[src/rtl/mips_pkg.sv]
// Shared widths and well-known register numbers
// for the MIPS five-stage pipeline.
package mips_pkg;

    localparam int DATA_W   = 32;
    localparam int ADDR_W   = 5;
    localparam int NUM_REGS = 2 ** ADDR_W;

    localparam logic [4:0] REG_ZERO = 5'd0;
    // Link register written by jal.
    localparam logic [4:0] REG_RA   = 5'd31;

endpackage

[src/rtl/reg_file_rport.sv]
// One combinational read port: zero check, WB bypass,
// then storage lookup.
module reg_file_rport
    import mips_pkg::*;
#(
    parameter int P_DATA_W   = mips_pkg::DATA_W,
    parameter int P_ADDR_W   = mips_pkg::ADDR_W,
    parameter int P_NUM_REGS = mips_pkg::NUM_REGS
) (
    input  logic [P_ADDR_W-1:0]                 addr,
    input  logic                                byp_en,
    input  logic [P_ADDR_W-1:0]                 byp_addr,
    input  logic [P_DATA_W-1:0]                 byp_data,
    input  logic [P_NUM_REGS-1:0][P_DATA_W-1:0] regs,
    output logic [P_DATA_W-1:0]                 data
);

    always_comb begin
        data = '0;
        if (addr == REG_ZERO) begin
            data = '0;
        end else if (byp_en && (byp_addr == addr)) begin
            data = byp_data;
        end else begin
            data = regs[addr];
        end
    end

endmodule

[src/rtl/reg_file.sv]
// 32x32 MIPS register file: two combinational read ports,
// one WB write port with same-cycle bypass.
module reg_file
    import mips_pkg::*;
#(
    parameter int P_DATA_W = mips_pkg::DATA_W,
    parameter int P_ADDR_W = mips_pkg::ADDR_W
) (
    input  logic                clk,
    input  logic                rst_n,
    input  logic [P_ADDR_W-1:0] rs_addr,
    input  logic [P_ADDR_W-1:0] rt_addr,
    output logic [P_DATA_W-1:0] rs_data,
    output logic [P_DATA_W-1:0] rt_data,
    input  logic                wr_en,
    input  logic [P_ADDR_W-1:0] wr_addr,
    input  logic [P_DATA_W-1:0] wr_data
);

    localparam int P_NUM_REGS = 2 ** P_ADDR_W;

    logic [P_DATA_W-1:0] regs_q [1:P_NUM_REGS-1];
    logic [P_DATA_W-1:0] regs_d [1:P_NUM_REGS-1];

    logic [P_NUM_REGS-1:0][P_DATA_W-1:0] store;
    logic                                byp_en;

    // wr_addr is only looked at under wr_en, so an
    // unknown address on an idle port cannot corrupt storage.
    always_comb begin
        regs_d = regs_q;
        if (wr_en && (wr_addr != REG_ZERO)) begin
            regs_d[wr_addr] = wr_data;
        end
    end

    always_ff @(posedge clk or negedge rst_n) begin
        if (!rst_n) begin
            for (int i = 1; i < P_NUM_REGS; i++) begin
                regs_q[i] <= '0;
            end
        end else begin
            regs_q <= regs_d;
        end
    end

    always_comb begin
        store[0] = '0;
        for (int i = 1; i < P_NUM_REGS; i++) begin
            store[i] = regs_q[i];
        end
    end

    // Bypass is killed in reset so both ports read zero.
    assign byp_en = wr_en & rst_n;

    reg_file_rport #(
        .P_DATA_W  (P_DATA_W),
        .P_ADDR_W  (P_ADDR_W),
        .P_NUM_REGS(P_NUM_REGS)
    ) u_rs (
        .addr    (rs_addr),
        .byp_en  (byp_en),
        .byp_addr(wr_addr),
        .byp_data(wr_data),
        .regs    (store),
        .data    (rs_data)
    );

    reg_file_rport #(
        .P_DATA_W  (P_DATA_W),
        .P_ADDR_W  (P_ADDR_W),
        .P_NUM_REGS(P_NUM_REGS)
    ) u_rt (
        .addr    (rt_addr),
        .byp_en  (byp_en),
        .byp_addr(wr_addr),
        .byp_data(wr_data),
        .regs    (store),
        .data    (rt_data)
    );

endmodule

[config.mk]
export PLATFORM = sky130hd
export DESIGN_NAME = reg_file
export DESIGN_NICKNAME = d
export VERILOG_FILES = /design/src/rtl/mips_pkg.sv /design/src/rtl/reg_file_rport.sv /design/src/rtl/reg_file.sv
export SDC_FILE = /design/constraint.sdc
export NUM_CORES = 2
export LEC_CHECK = 0
export CORE_MARGIN = 2
export CORE_UTILIZATION = 30
export DETAILED_ROUTE_END_ITERATION = 16
export GPL_ROUTABILITY_DRIVEN = 0
export PLACE_DENSITY = 0.58
export SLEW_MARGIN = 20
export SYNTH_ARGS = -nofsm -noshare
export SYNTH_HDL_FRONTEND = slang
export SYNTH_SLANG_ARGS = --single-unit
[constraint.sdc]
create_clock -name clk -period 2.8 [get_ports clk]
set_input_delay 0.56 -clock clk [delete_from_list [all_inputs] [get_ports clk]]
set_output_delay 0.56 -clock clk [all_outputs]
set_load 0.1 [all_outputs]
Word level (Yosys, flattened, before mapping)

Cells that the tools add are included.

Output and inout port bits: 64
Logic and storage cells: 57
Register bits after elaboration: 992
Input port bits: 50

Muxes and demuxes: 11
Eq/ne operators: 2
Bitwise logic cells: 2
Order comparisons: 4
Reductions and logical operators: 7

Operator list:

| kind               | number |
|---|---|
| $bwmux 992         | 1 |
| $bmux 32 s5        | 2 |
| $mux 32            | 7 |
| $demux 32 s5       | 1 |
| $lt 5x6->1 const B | 2 |
| $eq 5x5->1         | 2 |
| $logic_not 5->1    | 2 |
| $ge 6x6->1 const B | 1 |
| $lt 6x1->1 const B | 1 |
| $not 5->6          | 1 |
| $reduce_bool 5->1  | 1 |
| $logic_and 1x1->1  | 4 |
| $and 1x1->1        | 1 |

Depth between registers and ports, before layout

Depth after elaboration: 6
Gate-level depth with buffers: 10
Gate-level depth less buffers: 5

Modules after synthesis

Synthesis repeated with hierarchy kept, for this count alone.

Cells, all modules: 3,929
Area, all modules: 55,344.3 um2

Modules (own cells, without submodules):

| module         | cells each | times used | seq. area each (um2) | area an instance (um2) |
|---|---|---|---|---|
| reg_file       | 2,225      | 1          | 24,823.8             | 37,164.4 |
| reg_file_rport | 852        | 2          | 0.0                  | 9,090.0 |

Worst setup path after synthesis

OpenSTA, ideal clock, no wires.

Kind: input port to output port
Start: in rs_addr[0]
End: out rs_data[29]
Setup slack: -1.322 ns
Data arrival time: 3.562 ns
Path buffers: 4
Stages: 8
Data required time: 2.240 ns
Path through: buf_2 -> buf_4 -> buf_4 -> buf_4 -> nor2_1 -> nand3b_1 -> nand4_1 -> a31oi_1

Word-level cells in the longest chain between the ends: 4
Elaborated cells on any way between the ends: 7
Classes of those cells: eq/ne: 1; mux: 4; reduce/logical: 2

Ends and longest elaborated chain:

| element                                                                   | RTL line                                   | source |
|---|---|---|
| start, declared                                                           | reg_file.sv:11                             | `input logic [P_ADDR_W-1:0] rs_addr,` |
| $bmux 32 s5 / $eq 5x5->1 (equally long branches)                          | reg_file_rport.sv:25, reg_file_rport.sv:22 |  |
| $mux 32 (not written as such) / $logic_and 1x1->1 (equally long branches) | reg_file_rport.sv:25, reg_file_rport.sv:22 |  |
| $mux 32                                                                   | reg_file_rport.sv:22                       | `end else if (byp_en && (byp_addr == addr)) begin` |
| $mux 32 *                                                                 | reg_file_rport.sv:20                       | `if (addr == REG_ZERO) begin` |
| end, declared                                                             | reg_file.sv:13                             | `output logic [P_DATA_W-1:0] rs_data,` |

Every way passes the cells marked *; elsewhere a longest branch is shown, timed or not. The select of a mux whose other input is x is not followed.

Final worst setup path

Start: reg regs_q[270] (netlist bit)
End: out rt_data[14]

Word-level cells in the longest chain between the ends: 4

Ends and longest elaborated chain:

| element                       | RTL line             | source |
|---|---|---|
| start, declared               | reg_file.sv:22       | `logic [P_DATA_W-1:0] regs_q [1:P_NUM_REGS-1];` |
| start signal, assigned        | reg_file.sv:43       | `regs_q <= regs_d;` |
| $bmux 32 s5                   | reg_file_rport.sv:25 | `data = regs[addr];` |
| $mux 32 (not written as such) | reg_file_rport.sv:25 |  |
| $mux 32                       | reg_file_rport.sv:22 |  |
| $mux 32                       | reg_file_rport.sv:20 |  |
| end, declared                 | reg_file.sv:14       | `output logic [P_DATA_W-1:0] rt_data,` |

No other way between the ends. The select of a mux whose other input is x is not followed.

==> impl_summary.md <==
Run status
The run finished, with violations left. The checks that failed: setup timing.

Finish
The register with the most flip-flops is regs_q. The register with the most flip-flops in the layout has 992 of them. After routing the design area is 70,800 um^2. After the last flow step, the layout net total stands at 4,282. At the end of the flow the core is filled with cells to 0.395.

In the final layout, the registers with the most flip-flops are regs_q (992). The layout-stage area growth over the synthesis result is 30.7%. The final-layout fill cell count is 16.5k. The share of final-layout standard cells stronger than drive strength 1 is 0.611.

Worst setup path
The setup check on the worst reg-to-reg path leaves a slack of 1.78 ns. The worst setup path endpoint is rt_data[14]. The sort of element at the end of the critical path is an output pin. The end of the worst register-to-register path is regs_q[270]$_DFFE_PN0P_. STA puts the critical path data required time at 2.24 ns. The origin of the critical flop-to-flop path is regs_q[270]$_DFFE_PN0P_. Of all nets on the critical path, the largest fanout is 2. The depth of the worst register-to-register path is 3. The worst setup path is of the flip-flop to output pin kind. The launching element type of the critical path is a flip-flop. Data arrives at the worst endpoint at 2.86 ns. The most critical setup path has its startpoint at regs_q[270]$_DFFE_PN0P_.

Synthesis
The number of distinct library cell variants in the gate-level netlist after synthesis is 49. The mapped netlist covers 54,200 um^2. For this run, the number of Yosys warnings is 0. The synthesized design contains 992 register bits. After synthesis, the share of cell area in mux cells is 0.424.

Yosys attributes the largest share of cell area to sky130_fd_sc_hd__dfrtp_1, sky130_fd_sc_hd__mux2_2, sky130_fd_sc_hd__mux4_2. Synthesis produced a netlist with a net count of 3,811. The xor-xnor portion of the synthesized cell area is 0.00162.

The cell count after synthesis came out at 3,761. The most area-hungry cell type in the Yosys netlist is sky130_fd_sc_hd__dfrtp_1. The fraction of the mapped netlist area in adder cells is 0. The compound-gate portion of the synthesized area is 0.0629. The dominant combinational cell family by area after synthesis is multiplexers.

The fraction of synthesized cell area taken by the top area cell type is 0.458. The synthesized area per cell is 14.4 um^2. The post-synthesis sequential area ratio is 0.458. Of the total synthesized cell area, the portion taken by AND, OR, NAND and NOR gates is 0.0177.

Worst hold path
The path category of the worst min-delay check is input pin to asynchronous set/reset pin.

Detailed routing
Once detail routing completed, the nets flagged for antenna violations numbered 0. The final layout contains routed wiring with a total length of 206 mm. The number of remaining DRC errors is 0.

The first TritonRoute pass finished after 7 iterations. In the final routed layout, each cell accounts on average for 30.9 um. The number of DRC markers after the initial detailed-route iteration is 3,748.

Dividing the detail-routed via count by the number of cells gives 5.74. The routed layout has 38.4k vias.

Floorplan
The die outline area is 184,000 um^2. The total core area is 179,000 um^2. The number of rows in the core area is 155.

The die is 429 um tall. 114 I/O pins were placed. The die extent in x is 429 um. The effective utilization at floorplan is 0.303.

Placement
Summing all placed instances gives a cell area of 64,500 um^2. The post-DP HPWL is 134 mm. The number of input and output port buffers inserted is 113.

Global route
The first-pass GRT wire length is 295 mm. The remaining global-route overflow is 0. The initial antenna violation count is 9. In the global route stage, overall resource usage came out at 0.220. The maximum number of pins on one net before global-route repair is 134. The via count of the first global-routing pass is 39.2k.

CTS
The later-pin clock latency in the skew report is 0.73 ns. TritonCTS built the clock tree. Counting the buffers created by CTS gives 107. Buffers inserted to repair hold after CTS numbered 0. The sink count of the clock tree is 992. In this run the number of H-tree levels came out at 3.

The clock passes through at most 3 buffers. After clock tree synthesis, the clock-pin slew on the worst setup and hold paths is 0.06 ns. The cell at the root of the clock tree is sky130_fd_sc_hd__clkbuf_16.

Timing
The hold violation total from the final report came to 0. The number of max-slew violations in the final report came to 0. The final period utilization is 1.22.

The time the final worst path needs with I/O delays and setup is 3.42 ns. Across all setup checks in the final design, the least slack found is -0.621 ns. Setup violations remaining at the end of the flow were counted as 64.

The worst-case headroom to the max-slew limit is 0.348. The peak clock frequency supported by timing is 0.292 GHz. The final setup skew is 0 ns. The post-route worst hold slack is 0.0445 ns.

The pin slew with the least headroom to its limit is 0.979 ns. Setup repair after global routing could not meet its margin everywhere.

Power and ir drop
For this design the ratio of total power to cell area is 665 nW/um^2. IR analysis of the VDD net gives a maximum drop of 0.528 mV. The static power due to leakage is 30.3 nW.

Flow run
Max-cap violations in this run came to 0.
timing repair:
action | CTS | global route
pin swaps | 88 | 39
gates cloned | 16 | 2
setup endpoints to repair | 64 | 64
gates resized for setup | 249 | 50
buffers inserted | 73 | 22
cells in the mapped netlist (all sizes together):
| library cell | count |
|---|---|
| nor2b | 15 |
| and2 | 2 |
| o31ai | 23 |
| or4 | 8 |
| and2b | 1 |
| nand3b | 5 |
| nor3b | 4 |
| a22o | 53 |
| a221oi | 10 |
| and3 | 3 |
| nand3 | 13 |
| o22a | 8 |
| o221ai | 25 |
| or3 | 1 |
| xor2 | 6 |
| dfrtp | 992 |
| clkbuf | 190 |
| o21ai | 40 |
| nor4 | 3 |
| a221o | 8 |
| o221a | 41 |
| mux2i | 188 |
| a31oi | 16 |
| inv | 2 |
| mux4 | 360 |
| nand2b | 13 |
| or2 | 3 |
| a211oi | 46 |
| and3b | 1 |
| a22oi | 87 |
| nand4 | 1 |
| o22ai | 41 |
| xnor2 | 4 |
| nor2 | 65 |
| a21oi | 35 |
| buf | 221 |
| nand2 | 47 |
| or3b | 2 |
| nor3 | 10 |
| mux2 | 1152 |
| o211ai | 16 |
cell type report:
type                    count  area [um^2]  area share
inverters                   2         7.51    0.000106
multi-input cells        2356        29500       0.417
clock buffers             151         3210      0.0453
well taps                2355         2950      0.0416
clock inverters            46          509     0.00719
flip-flops and latches    992        24800       0.351
diodes                     11         27.5    0.000389
repair buffers            773         9770       0.138
cell usage in the layout, fill, tap and decap left out, drive strengths merged, types with 4 or more instances in the layout:
cell type,n
o21ai,40
or4,8
nand2,47
buf,730
xor2,6
bufinv,9
a221o,8
o221a,41
bufbuf,4
nand3b,5
a22oi,87
nor3b,4
nor2b,15
o22ai,41
nor2,65
nor3,10
a31oi,16
a221oi,10
o22a,8
clkinv,30
mux2,1152
a22o,53
inv,4
mux2i,188
o211ai,16
dfrtp,992
o31ai,23
clkdlybuf4s50,32
nand2b,13
clkinvlp,5
clkbuf,153
o221ai,25
nand3,13
xnor2,4
diode,11
dlygate4sd2,4
a21oi,35
a211oi,46
mux4,360
how the worst min path moves through the flow:
stage | from | endpoint | slack (ns) | cells past startpoint
after floorplan | rst_n | regs_q[0]$_DFFE_PN0P_ | 0.26 | 0
after global routing | rst_n | regs_q[316]$_DFFE_PN0P_ | 0.12 | 3
after CTS | rst_n | regs_q[316]$_DFFE_PN0P_ | 0.07 | 3
final | rst_n | regs_q[988]$_DFFE_PN0P_ | 0.04 | 3
after detailed placement | regs_q[634]$_DFFE_PN0P_ | regs_q[634]$_DFFE_PN0P_ | 0.50 | 1
after global placement | regs_q[634]$_DFFE_PN0P_ | regs_q[634]$_DFFE_PN0P_ | 0.48 | 1
worst max-delay path, cell delays in order, from the launching register on:
cell	delay, ns
sky130_fd_sc_hd__dfrtp_1	0.40
sky130_fd_sc_hd__mux4_2	0.49
sky130_fd_sc_hd__mux4_2	0.52
sky130_fd_sc_hd__a211oi_4	0.37
sky130_fd_sc_hd__nor2_4	0.13
sky130_fd_sc_hd__buf_12	0.19
power breakdown:
| group | total (mW) | switching [mW] | internal (mW) |
|---|---|---|---|
| clock | 15.1 | 6.32 | 8.78 |
| combinational | 12.7 | 5.70 | 7.00 |
| sequential | 19.3 | 2.13 | 17.2 |
kinds of logic (layout without fill, tap and decap cells):
group | after synthesis | after routing
compound gates | 449 | 449
mux | 1700 | 1700
other cells | 0 | 11
flops | 992 | 992
xor+xnor | 10 | 10
buf+inv | 413 | 972
simple gates | 197 | 197
routing by layer:
layer	vias up	global-route usage	part of all wire
met3	410	0.0336	0.063
met1	20899	0.291	0.41
li1	15568	-	-
met5	-	0	0.00012
met4	4	0.101	0.051
met2	1524	0.356	0.47
stage by stage:
stage	power (mW)	instances	setup WS, ns	setup TNS [ns]
global route	48.9	6685	-0.685	-23.84
CTS	47.1	6656	-0.654	-22.21
finish	47.1	6686	-0.621	-20.32
global placement	31.0	6384	-0.803	-56.00
detailed placement	31.3	6384	-0.836	-58.60
floorplan	27.1	3761	-0.563	-5.97
Note: power is estimated with default switching activity, not from simulation.
